==> config.mk <==
export PLATFORM = sky130hd
export DESIGN_NAME = updown_pulse_gen_flat
export DESIGN_NICKNAME = d
export VERILOG_FILES = /design/src/rtl/updown_pulse_gen_if.sv /design/src/rtl/updown_pulse_gen.sv /design/src/flat_wrapper.sv
export SDC_FILE = /design/constraint.sdc
export NUM_CORES = 1
export LEC_CHECK = 0
export ABC_AREA = 1
export CORE_MARGIN = 5
export CORE_UTILIZATION = 35
export DETAILED_ROUTE_END_ITERATION = 8
export GPL_ROUTABILITY_DRIVEN = 0
export PLACE_DENSITY = 0.59
export SYNTH_ARGS = -nofsm -noshare
export SYNTH_HDL_FRONTEND = slang
export SYNTH_SLANG_ARGS = --single-unit
==> constraint.sdc <==
create_clock -name clk -period 1.4 [get_ports clk]
set_input_delay 0.21 -clock clk [delete_from_list [all_inputs] [get_ports clk]]
set_output_delay 0.21 -clock clk [all_outputs]
set_load 0.005 [all_outputs]
==> src/rtl/updown_pulse_gen_if.sv <==
`default_nettype none
// +----------------------------------------------------------------------------+
// | Module      : updown_pulse_gen_if                                          |
// | Description : Button inputs, enable and strobe/level outputs of the        |
// |               up/down pulse generator.                                     |
// | Revision    : 1.0 - initial release                                        |
// +----------------------------------------------------------------------------+
interface updown_pulse_gen_if;
    logic enable;
    logic btn_up_raw;
    logic btn_down_raw;
    logic up_pulse;
    logic down_pulse;
    logic up_level;
    logic down_level;

    modport master (
        output enable, btn_up_raw, btn_down_raw,
        input  up_pulse, down_pulse, up_level, down_level
    );

    modport slave (
        input  enable, btn_up_raw, btn_down_raw,
        output up_pulse, down_pulse, up_level, down_level
    );
endinterface
`default_nettype wire

==> src/rtl/updown_pulse_gen.sv <==
`default_nettype none
// +----------------------------------------------------------------------------+
// | Module      : updown_pulse_gen                                             |
// | Description : Synchronise, debounce and edge-detect UP/DOWN buttons into   |
// |               one-cycle strobes; optional hold-to-repeat when the macro    |
// |               UPDOWN_AUTO_REPEAT_EN is defined.                            |
// | Revision    : 1.0 - initial release                                        |
// +----------------------------------------------------------------------------+
module updown_pulse_gen #(
    parameter int DEBOUNCE_CYCLES = 1000000,
    parameter int REPEAT_DELAY    = 25000000,
    parameter int REPEAT_PERIOD   = 10000000
) (
    input  wire logic          clk,
    input  wire logic          sys_reset,
    updown_pulse_gen_if.slave  bus
);
    localparam int c_CNT_W = $clog2(DEBOUNCE_CYCLES + 1);
    localparam logic [c_CNT_W-1:0] c_CNT_LAST = c_CNT_W'(DEBOUNCE_CYCLES - 1);

    if (DEBOUNCE_CYCLES < 1 || REPEAT_DELAY < 1 || REPEAT_PERIOD < 1) begin : g_bad_param
        $error("updown_pulse_gen: DEBOUNCE_CYCLES, REPEAT_DELAY and REPEAT_PERIOD must be >= 1");
    end

    // Bit 0 is the UP button, bit 1 is the DOWN button throughout.
    logic [1:0] w_raw;
    logic [1:0] w_level;
    logic [1:0] w_rise;
    logic [1:0] w_init;
    logic [1:0] w_rep;
    logic       r_up_pulse;
    logic       r_down_pulse;

    assign w_raw = {bus.btn_down_raw, bus.btn_up_raw};

    for (genvar gi = 0; gi < 2; gi++) begin : g_btn
        logic               r_sync1;
        logic               r_sync2;
        logic               r_level;
        logic [c_CNT_W-1:0] r_cnt;
        logic               w_differ;
        logic               w_toggle;

        assign w_differ    = r_sync2 ^ r_level;
        assign w_toggle    = w_differ && (r_cnt == c_CNT_LAST);
        assign w_rise[gi]  = w_toggle && !r_level;
        assign w_level[gi] = r_level;

        always_ff @(posedge clk) begin
            if (sys_reset) begin
                r_sync1 <= 1'b0;
                r_sync2 <= 1'b0;
                r_level <= 1'b0;
                r_cnt   <= '0;
            end else begin
                r_sync1 <= w_raw[gi];
                r_sync2 <= r_sync1;
                if (w_toggle) begin
                    r_level <= ~r_level;
                    r_cnt   <= '0;
                end else if (w_differ) begin
                    r_cnt   <= r_cnt + 1'b1;
                end else begin
                    r_cnt   <= '0;
                end
            end
        end
    end

    // A new press only counts when the other button is neither rising nor already held.
    assign w_init[0] = w_rise[0] && !w_rise[1] && !w_level[1] && bus.enable;
    assign w_init[1] = w_rise[1] && !w_rise[0] && !w_level[0] && bus.enable;

`ifdef UPDOWN_AUTO_REPEAT_EN
    localparam int c_REP_MAX = (REPEAT_DELAY > REPEAT_PERIOD) ? REPEAT_DELAY : REPEAT_PERIOD;
    localparam int c_REP_W   = $clog2(c_REP_MAX + 1);
    localparam logic [c_REP_W-1:0] c_DELAY_LAST  = c_REP_W'(REPEAT_DELAY - 1);
    localparam logic [c_REP_W-1:0] c_PERIOD_LAST = c_REP_W'(REPEAT_PERIOD - 1);

    for (genvar gr = 0; gr < 2; gr++) begin : g_repeat
        localparam int c_OTHER = 1 - gr;
        logic               r_active;
        logic               r_first;
        logic [c_REP_W-1:0] r_timer;
        logic               w_hold;
        logic [c_REP_W-1:0] w_target;

        assign w_hold    = w_level[gr] && !w_level[c_OTHER] && bus.enable;
        assign w_target  = r_first ? c_DELAY_LAST : c_PERIOD_LAST;
        assign w_rep[gr] = r_active && w_hold && (r_timer == w_target);

        // Timer restarts from 0 on every issued pulse; any break in the hold disarms it.
        always_ff @(posedge clk) begin
            if (sys_reset) begin
                r_active <= 1'b0;
                r_first  <= 1'b0;
                r_timer  <= '0;
            end else if (w_init[gr]) begin
                r_active <= 1'b1;
                r_first  <= 1'b1;
                r_timer  <= '0;
            end else if (r_active && w_hold) begin
                if (w_rep[gr]) begin
                    r_first <= 1'b0;
                    r_timer <= '0;
                end else begin
                    r_timer <= r_timer + 1'b1;
                end
            end else begin
                r_active <= 1'b0;
                r_first  <= 1'b0;
                r_timer  <= '0;
            end
        end
    end
`else
    assign w_rep = 2'b00;
`endif

    always_ff @(posedge clk) begin
        if (sys_reset) begin
            r_up_pulse   <= 1'b0;
            r_down_pulse <= 1'b0;
        end else begin
            r_up_pulse   <= w_init[0] || w_rep[0];
            r_down_pulse <= w_init[1] || w_rep[1];
        end
    end

    assign bus.up_pulse   = r_up_pulse;
    assign bus.down_pulse = r_down_pulse;
    assign bus.up_level   = w_level[0];
    assign bus.down_level = w_level[1];
endmodule
`default_nettype wire

==> src/flat_wrapper.sv <==
// flat-port wrapper written by rule: the top's interface ports become plain ports
module updown_pulse_gen_flat 
#(
    parameter int DEBOUNCE_CYCLES = 1000000,
    parameter int REPEAT_DELAY    = 25000000,
    parameter int REPEAT_PERIOD   = 10000000
)
  (clk, sys_reset, bus_enable, bus_btn_up_raw, bus_btn_down_raw, bus_up_pulse, bus_down_pulse, bus_up_level, bus_down_level);
  updown_pulse_gen_if bus_i ();
  input  wire logic clk;
  input  wire logic sys_reset;
  input wire logic [$bits(bus_i.enable)-1:0] bus_enable;
  input wire logic [$bits(bus_i.btn_up_raw)-1:0] bus_btn_up_raw;
  input wire logic [$bits(bus_i.btn_down_raw)-1:0] bus_btn_down_raw;
  output wire logic [$bits(bus_i.up_pulse)-1:0] bus_up_pulse;
  output wire logic [$bits(bus_i.down_pulse)-1:0] bus_down_pulse;
  output wire logic [$bits(bus_i.up_level)-1:0] bus_up_level;
  output wire logic [$bits(bus_i.down_level)-1:0] bus_down_level;
  assign bus_i.enable = bus_enable;
  assign bus_i.btn_up_raw = bus_btn_up_raw;
  assign bus_i.btn_down_raw = bus_btn_down_raw;
  assign bus_up_pulse = bus_i.up_pulse;
  assign bus_down_pulse = bus_i.down_pulse;
  assign bus_up_level = bus_i.up_level;
  assign bus_down_level = bus_i.down_level;
  updown_pulse_gen #(.DEBOUNCE_CYCLES(DEBOUNCE_CYCLES), .REPEAT_DELAY(REPEAT_DELAY), .REPEAT_PERIOD(REPEAT_PERIOD)) u_core (.clk(clk), .sys_reset(sys_reset), .bus(bus_i));
endmodule
==> run metrics, run 1 <==
post-synth top area cell=dfxtp_1; top cell type's share of synthesized area=0.401; worst-case clock buffer depth=2; io pins=9; via/cell ratio=4.66; Die W=92.8 um; Die Y-Extent=92.8 um; DRT Pass-1 Iters=4; async set-reset flop share out of synthesis=0; Worst setup SP type=flip-flop; CP Cell Sequence=ha_4 > nand3_4 > inv_4 > nand2_2 > inv_2 > nand3_4 > buf_4 > nand2_1 > a21oi_1; Critical Path Most Common Cell=nand3_4; slowest CP cell=dfxtp_2; CORE AREA=6720 sq um; Leak=0.935 nW; initial antenna violation count=0; Synth Instances=362; leading cell type in the layout, fill and taps excluded=nand2_1; Final Slew Violations=0; clock latency on the worst-skew pair=0.31 ns; die area=8600 sq um; sequential area share after synthesis=0.401; drc violations=0; initial drt markers=82; post-synthesis register bit count=48; HP Class=flip-flop to flip-flop; critical path peak fanout=3; ys flop type=dfxtp_1; grt ovf=0; hpwl dp=3.72 mm; hold_buf cts=0; top cells by area, synth=dfxtp_1 (40%), nand2_1 (15%), nor2_1 (13%), inv_1 (5.8%), nand3_1 (5.2%); commonest non-fill, non-tap cells in the layout=nand2_1 (93), nor2_1 (71), dfxtp_1 (38), inv_1 (35), nand3_1 (23); IO Port Bufs=8; layout cells sized above 1=0.208; Achievable Freq=751 MHz; Synth Warn #=0; wire per inst=10.7 um; # setup viols final=0; Worst Path Required=1.60 ns; CTS tree=yes; Post-synth EDFFs=0; Least-Margin Pin Slew=0.273 ns; Power Density=777 nW/um^2; CP arrival=1.53 ns; Fin Setup TNS=0 ns; first-pass GRT wire length=8.91 mm; Antenna Cells=0; Final ANT Viol Nets=0; Num CTS Buffers=5; final hold viol count=0; Finished Core Util=0.445; Setup Crit Path Kind=flip-flop to flip-flop; crit path capture type=flip-flop; Mapped Nets=369; cell area after synthesis=2400 sq um; period utilisation layout=0.951; post-synthesis cell type count=24; vias=2,230; worst clock skew=0.0172 ns; via count of the first global-routing pass=2,034; CP peak stage delay=0.37 ns; Rows=30; Syn Area/Cell=6.62 sq um; clock sink count=48; GRT Total Usage=0.126; initial core utilization=0.357; Min Clock Period, post-route=1.33 ns; Clock Pin Slew Worst Setup and Hold Paths=0.10 ns; fin nets=405; # Max-Cap Violations=0; post-route total power=2.32 mW; status=completed; pin count of the biggest net entering global routing=20; htree depth=2; Clock Tree Root=clkbuf_8; R2R setup slack=0.07 ns; peak supply drop=0.472 mV; Slew headroom=0.818; drt total wl=5.14 mm; P&R area growth vs syn=24.7%
## cell type report
cell class	count	area, sq um
repair buffers	32	265
multi-input cells	271	1400
clock buffers	6	82.6
inverters	40	155
well taps	80	100
flip-flops and latches	48	973
fillers	698	3730
clock inverters	2	13.8
## critical path, delay by kind of cell, from the launching register on
kind | cells | cell delay, ns
AO/OA/AOI/OAI | 1 | 0.06
adder cells (fa/ha/maj) | 1 | 0.15
buffers and inverters | 3 | 0.31
flip-flops | 1 | 0.37
AND/OR/NAND/NOR | 4 | 0.32
## Yosys cell counts (3+ instances only)
master and count:
nand2_1 96, nor2_1 84, dfxtp_1 48, inv_1 37, nand3_1 25, a21oi_1 20, xnor2_1 8, nand4_1 6
xor2_1 5, nor2_2 4, inv_2 3, nand3_2 3, o21ai_0 3, or2_0 3
## power by group
group          leakage (nW)  internal, mW  total, mW  switching, mW
registers             0.393          1.37       1.38        0.00386
clock network        0.0516         0.405      0.894          0.489
logic                 0.491        0.0246     0.0537         0.0291
total                 0.935          1.80       2.32          0.522
## stage by stage
step	instances	cell area [sq um]	hold slack, ns	setup slack (ns)
2_1_floorplan	362	2400	0.317	0.00582
3_3_place_gp	467	2700	0.391	-0.0336
3_5_place_dp	467	2700	0.396	-0.0712
4_1_cts	476	2850	0.408	0.00409
5_1_grt	479	2990	0.415	-0.00834
6_report	479	2990	0.406	0.0681
## cells by family (layout without fill, tap and decap cells)
kind of cell	count (synthesis)	count (layout)	synth area share
compound gates	25	25	0.0553
xor+xnor	13	13	0.0475
fa+ha+maj	2	2	0.0104
buf+inv	43	80	0.0736
flops	48	48	0.401
simple gates	231	231	0.412
## timing repair
item	in CTS	in global routing
resized for setup	13	37
endpoints found under the setup margin	44	44
pin swaps	1	6
buffers inserted	1	3
## metal layers
layer	wire [um]	track usage	up-vias
met5	0	0	-
met4	89	0.0403	0
met3	164	0.0317	10
met2	2440	0.208	31
met1	2440	0.162	993
li1	-	-	1196
## path summary, 6_finish.rpt
| check | startpoint | endpoint | cells past startpoint |
|---|---|---|---|
| setup / recovery | u_core.g_btn[1].r_cnt[1] | u_core.bus.down_level | 9 |
| hold / removal | u_core.g_btn[1].r_sync1 | u_core.g_btn[1].r_sync2 | 2 |
| setup reg to reg | u_core.g_btn[1].r_cnt[1] | u_core.bus.down_level | 9 |
| hold reg to reg | u_core.g_btn[1].r_sync1 | u_core.g_btn[1].r_sync2 | 2 |
## registers in the layout (all words and copies together) (netlist names)
name and count:
u_core.g_btn.r_sync1 2, u_core.bus.down_pulse 1, u_core.g_btn.r_sync2 2, u_core.bus.up_pulse 1, u_core.g_btn.r_cnt 40, u_core.bus.up_level 1, u_core.bus.down_level 1
(Power assumes the default switching activity.)
==> run 2: changes to the inputs <==
--- a/config.mk
+++ b/config.mk
@@ -7,10 +7,11 @@
 export LEC_CHECK = 0
 export ABC_AREA = 1
 export CORE_MARGIN = 5
-export CORE_UTILIZATION = 35
+export CORE_UTILIZATION = 54
 export DETAILED_ROUTE_END_ITERATION = 8
 export GPL_ROUTABILITY_DRIVEN = 0
-export PLACE_DENSITY = 0.59
+export PLACE_DENSITY = 0.82
 export SYNTH_ARGS = -nofsm -noshare
 export SYNTH_HDL_FRONTEND = slang
 export SYNTH_SLANG_ARGS = --single-unit
+export TNS_END_PERCENT = 100
==> run metrics, run 2 (same netlist as run 1, synthesis figures left out) <==
Min Clock Period, post-route=1.34 ns; IO Port Bufs=8; via count of the first global-routing pass=2,183; crit path capture type=flip-flop; largest registers=u_core.g_btn.r_cnt: 40 flops, u_core.g_btn.r_sync1: 2 flops, u_core.g_btn.r_sync2: 2 flops; # setup viols final=0; Die Y-Extent=76.6 um; FILL cells=356; final hold viol count=0; P&R area growth vs syn=20.4%; Rows=24; Die W=76.6 um; Largest Register=u_core.g_btn.r_cnt; layout cells sized above 1=0.193; initial drt markers=161; DRT Pass-1 Iters=4; Achievable Freq=749 MHz; max reg flops=40; # Max-Cap Violations=0; Power Density=806 nW/um^2; period utilisation layout=0.954; Final ANT Viol Nets=0; commonest non-fill, non-tap cells in the layout=nand2_1 (94), nor2_1 (73), dfxtp_1 (37), inv_1 (35), nand3_1 (23); Final Slew Violations=0; pin count of the biggest net entering global routing=20; drt total wl=5.05 mm; hpwl dp=3.66 mm; Clock Tree Root=clkbuf_8; drc violations=0; RSZ-0062 raised after global routing=true; worst clock skew=0.0145 ns; worst-case clock buffer depth=2; Antenna Cells=0; via/cell ratio=5.03; status=completed; io pins=9; htree depth=2; post-route total power=2.32 mW; clock sink count=48; Num CTS Buffers=5; CP Cell Sequence=ha_4 > nand2_2 > inv_2 > nand2_4 > nor2_4 > nand3_4 > nand2_4 > a21oi_1; final std cells w/o fill=446; initial antenna violation count=0; initial core utilization=0.554; HP Class=input port to flip-flop; hold_buf cts=0; slowest CP cell=dfxtp_2; Slew headroom=0.816; CTS tree=yes; clock latency on the worst-skew pair=0.31 ns; Clock Pin Slew Worst Setup and Hold Paths=0.10 ns; Critical Path Most Common Cell=nand2_4; vias=2,245; Worst setup SP type=flip-flop; CP peak stage delay=0.36 ns; Leak=0.900 nW; Setup Crit Path Kind=flip-flop to flip-flop; GRT Total Usage=0.183; critical path peak fanout=19; wire per inst=11.3 um; die area=5870 sq um; Least-Margin Pin Slew=0.275 ns; grt ovf=0; CORE AREA=4320 sq um; Worst Path Required=1.59 ns; peak supply drop=0.777 mV; leading cell type in the layout, fill and taps excluded=nand2_1; fin nets=400; CP arrival=1.53 ns; first-pass GRT wire length=8.96 mm; Placed Cells=436
run 2: per-layer routing:
layer / part of all wire / vias to the layer above / track usage
met5: 0 / - / 0
met1: 0.44 / 1010 / 0.208
li1: - / 1186 / -
met4: 0.014 / 0 / 0.0734
met2: 0.50 / 43 / 0.330
met3: 0.039 / 6 / 0.0355
run 2: path summary, 6_finish.rpt:
| path | startpoint | endpoint | slack [ns] | cells after the start |
|---|---|---|---|---|
| hold reg to reg | u_core.g_btn[1].r_sync1 | u_core.g_btn[1].r_sync2 | 0.42 | 2 |
| setup / recovery | u_core.g_btn[0].r_cnt[0] | u_core.g_btn[0].r_cnt[4] | 0.06 | 8 |
| setup reg to reg | u_core.g_btn[0].r_cnt[0] | u_core.g_btn[0].r_cnt[4] | 0.06 | 8 |
| hold / removal | bus_btn_down_raw | u_core.g_btn[1].r_sync1 | 0.41 | 3 |
run 2: through the flow:
step	cell area (sq um)	hold slack [ns]	setup slack [ns]	utilization	setup TNS (ns)
after floorplan	2400	0.317	0.00582	-	0
after global placement	2640	0.391	0.00762	0.611	0
after detailed placement	2640	0.396	-0.0365	0.611	-0.451
after CTS	2780	0.405	0.00610	0.642	0
after global routing	2890	0.426	-0.0375	0.667	-0.300
final	2890	0.407	0.0647	0.667	0
run 2: what timing repair did:
item	4_1_cts	5_1_grt
setup endpoints to repair	39	45
gates resized for setup	8	34
setup buffers	1	1
pin swaps	1	2
cloned	0	0
run 2: final cells by class:
cell class              count  area [sq um]  area share
multi-input cells         271          1370       0.474
well taps                  52          65.1      0.0225
repair buffers             27           228      0.0789
clock buffers               6          82.6      0.0286
flip-flops and latches     48           975       0.338
inverters                  40           153      0.0529
clock inverters             2          13.8     0.00477
run 2: where the power goes:
group	switching, mW	total (mW)	internal, mW
clock	0.489	0.893	0.405
combinational	0.0299	0.0558	0.0259
sequential	0.00397	1.38	1.37
total	0.523	2.32	1.80
run 2: critical path: cells and delay by family, from the launching register on:
kind	cells	cell delay, ns
buffers and inverters	1	0.07
AOI/OAI and AO/OA	1	0.08
adders and majority gates	1	0.14
DFF	1	0.36
and+or+nand+nor	5	0.57
==> run 3: changes to the inputs <==
--- a/config.mk
+++ b/config.mk
@@ -10,6 +10,7 @@
 export CORE_UTILIZATION = 54
 export DETAILED_ROUTE_END_ITERATION = 8
 export GPL_ROUTABILITY_DRIVEN = 0
+export HOLD_SLACK_MARGIN = 0.02
 export PLACE_DENSITY = 0.82
 export SYNTH_ARGS = -nofsm -noshare
 export SYNTH_HDL_FRONTEND = slang
==> results of run 3 <==
Final layout, timing and power as in run 2 (identical DEF).
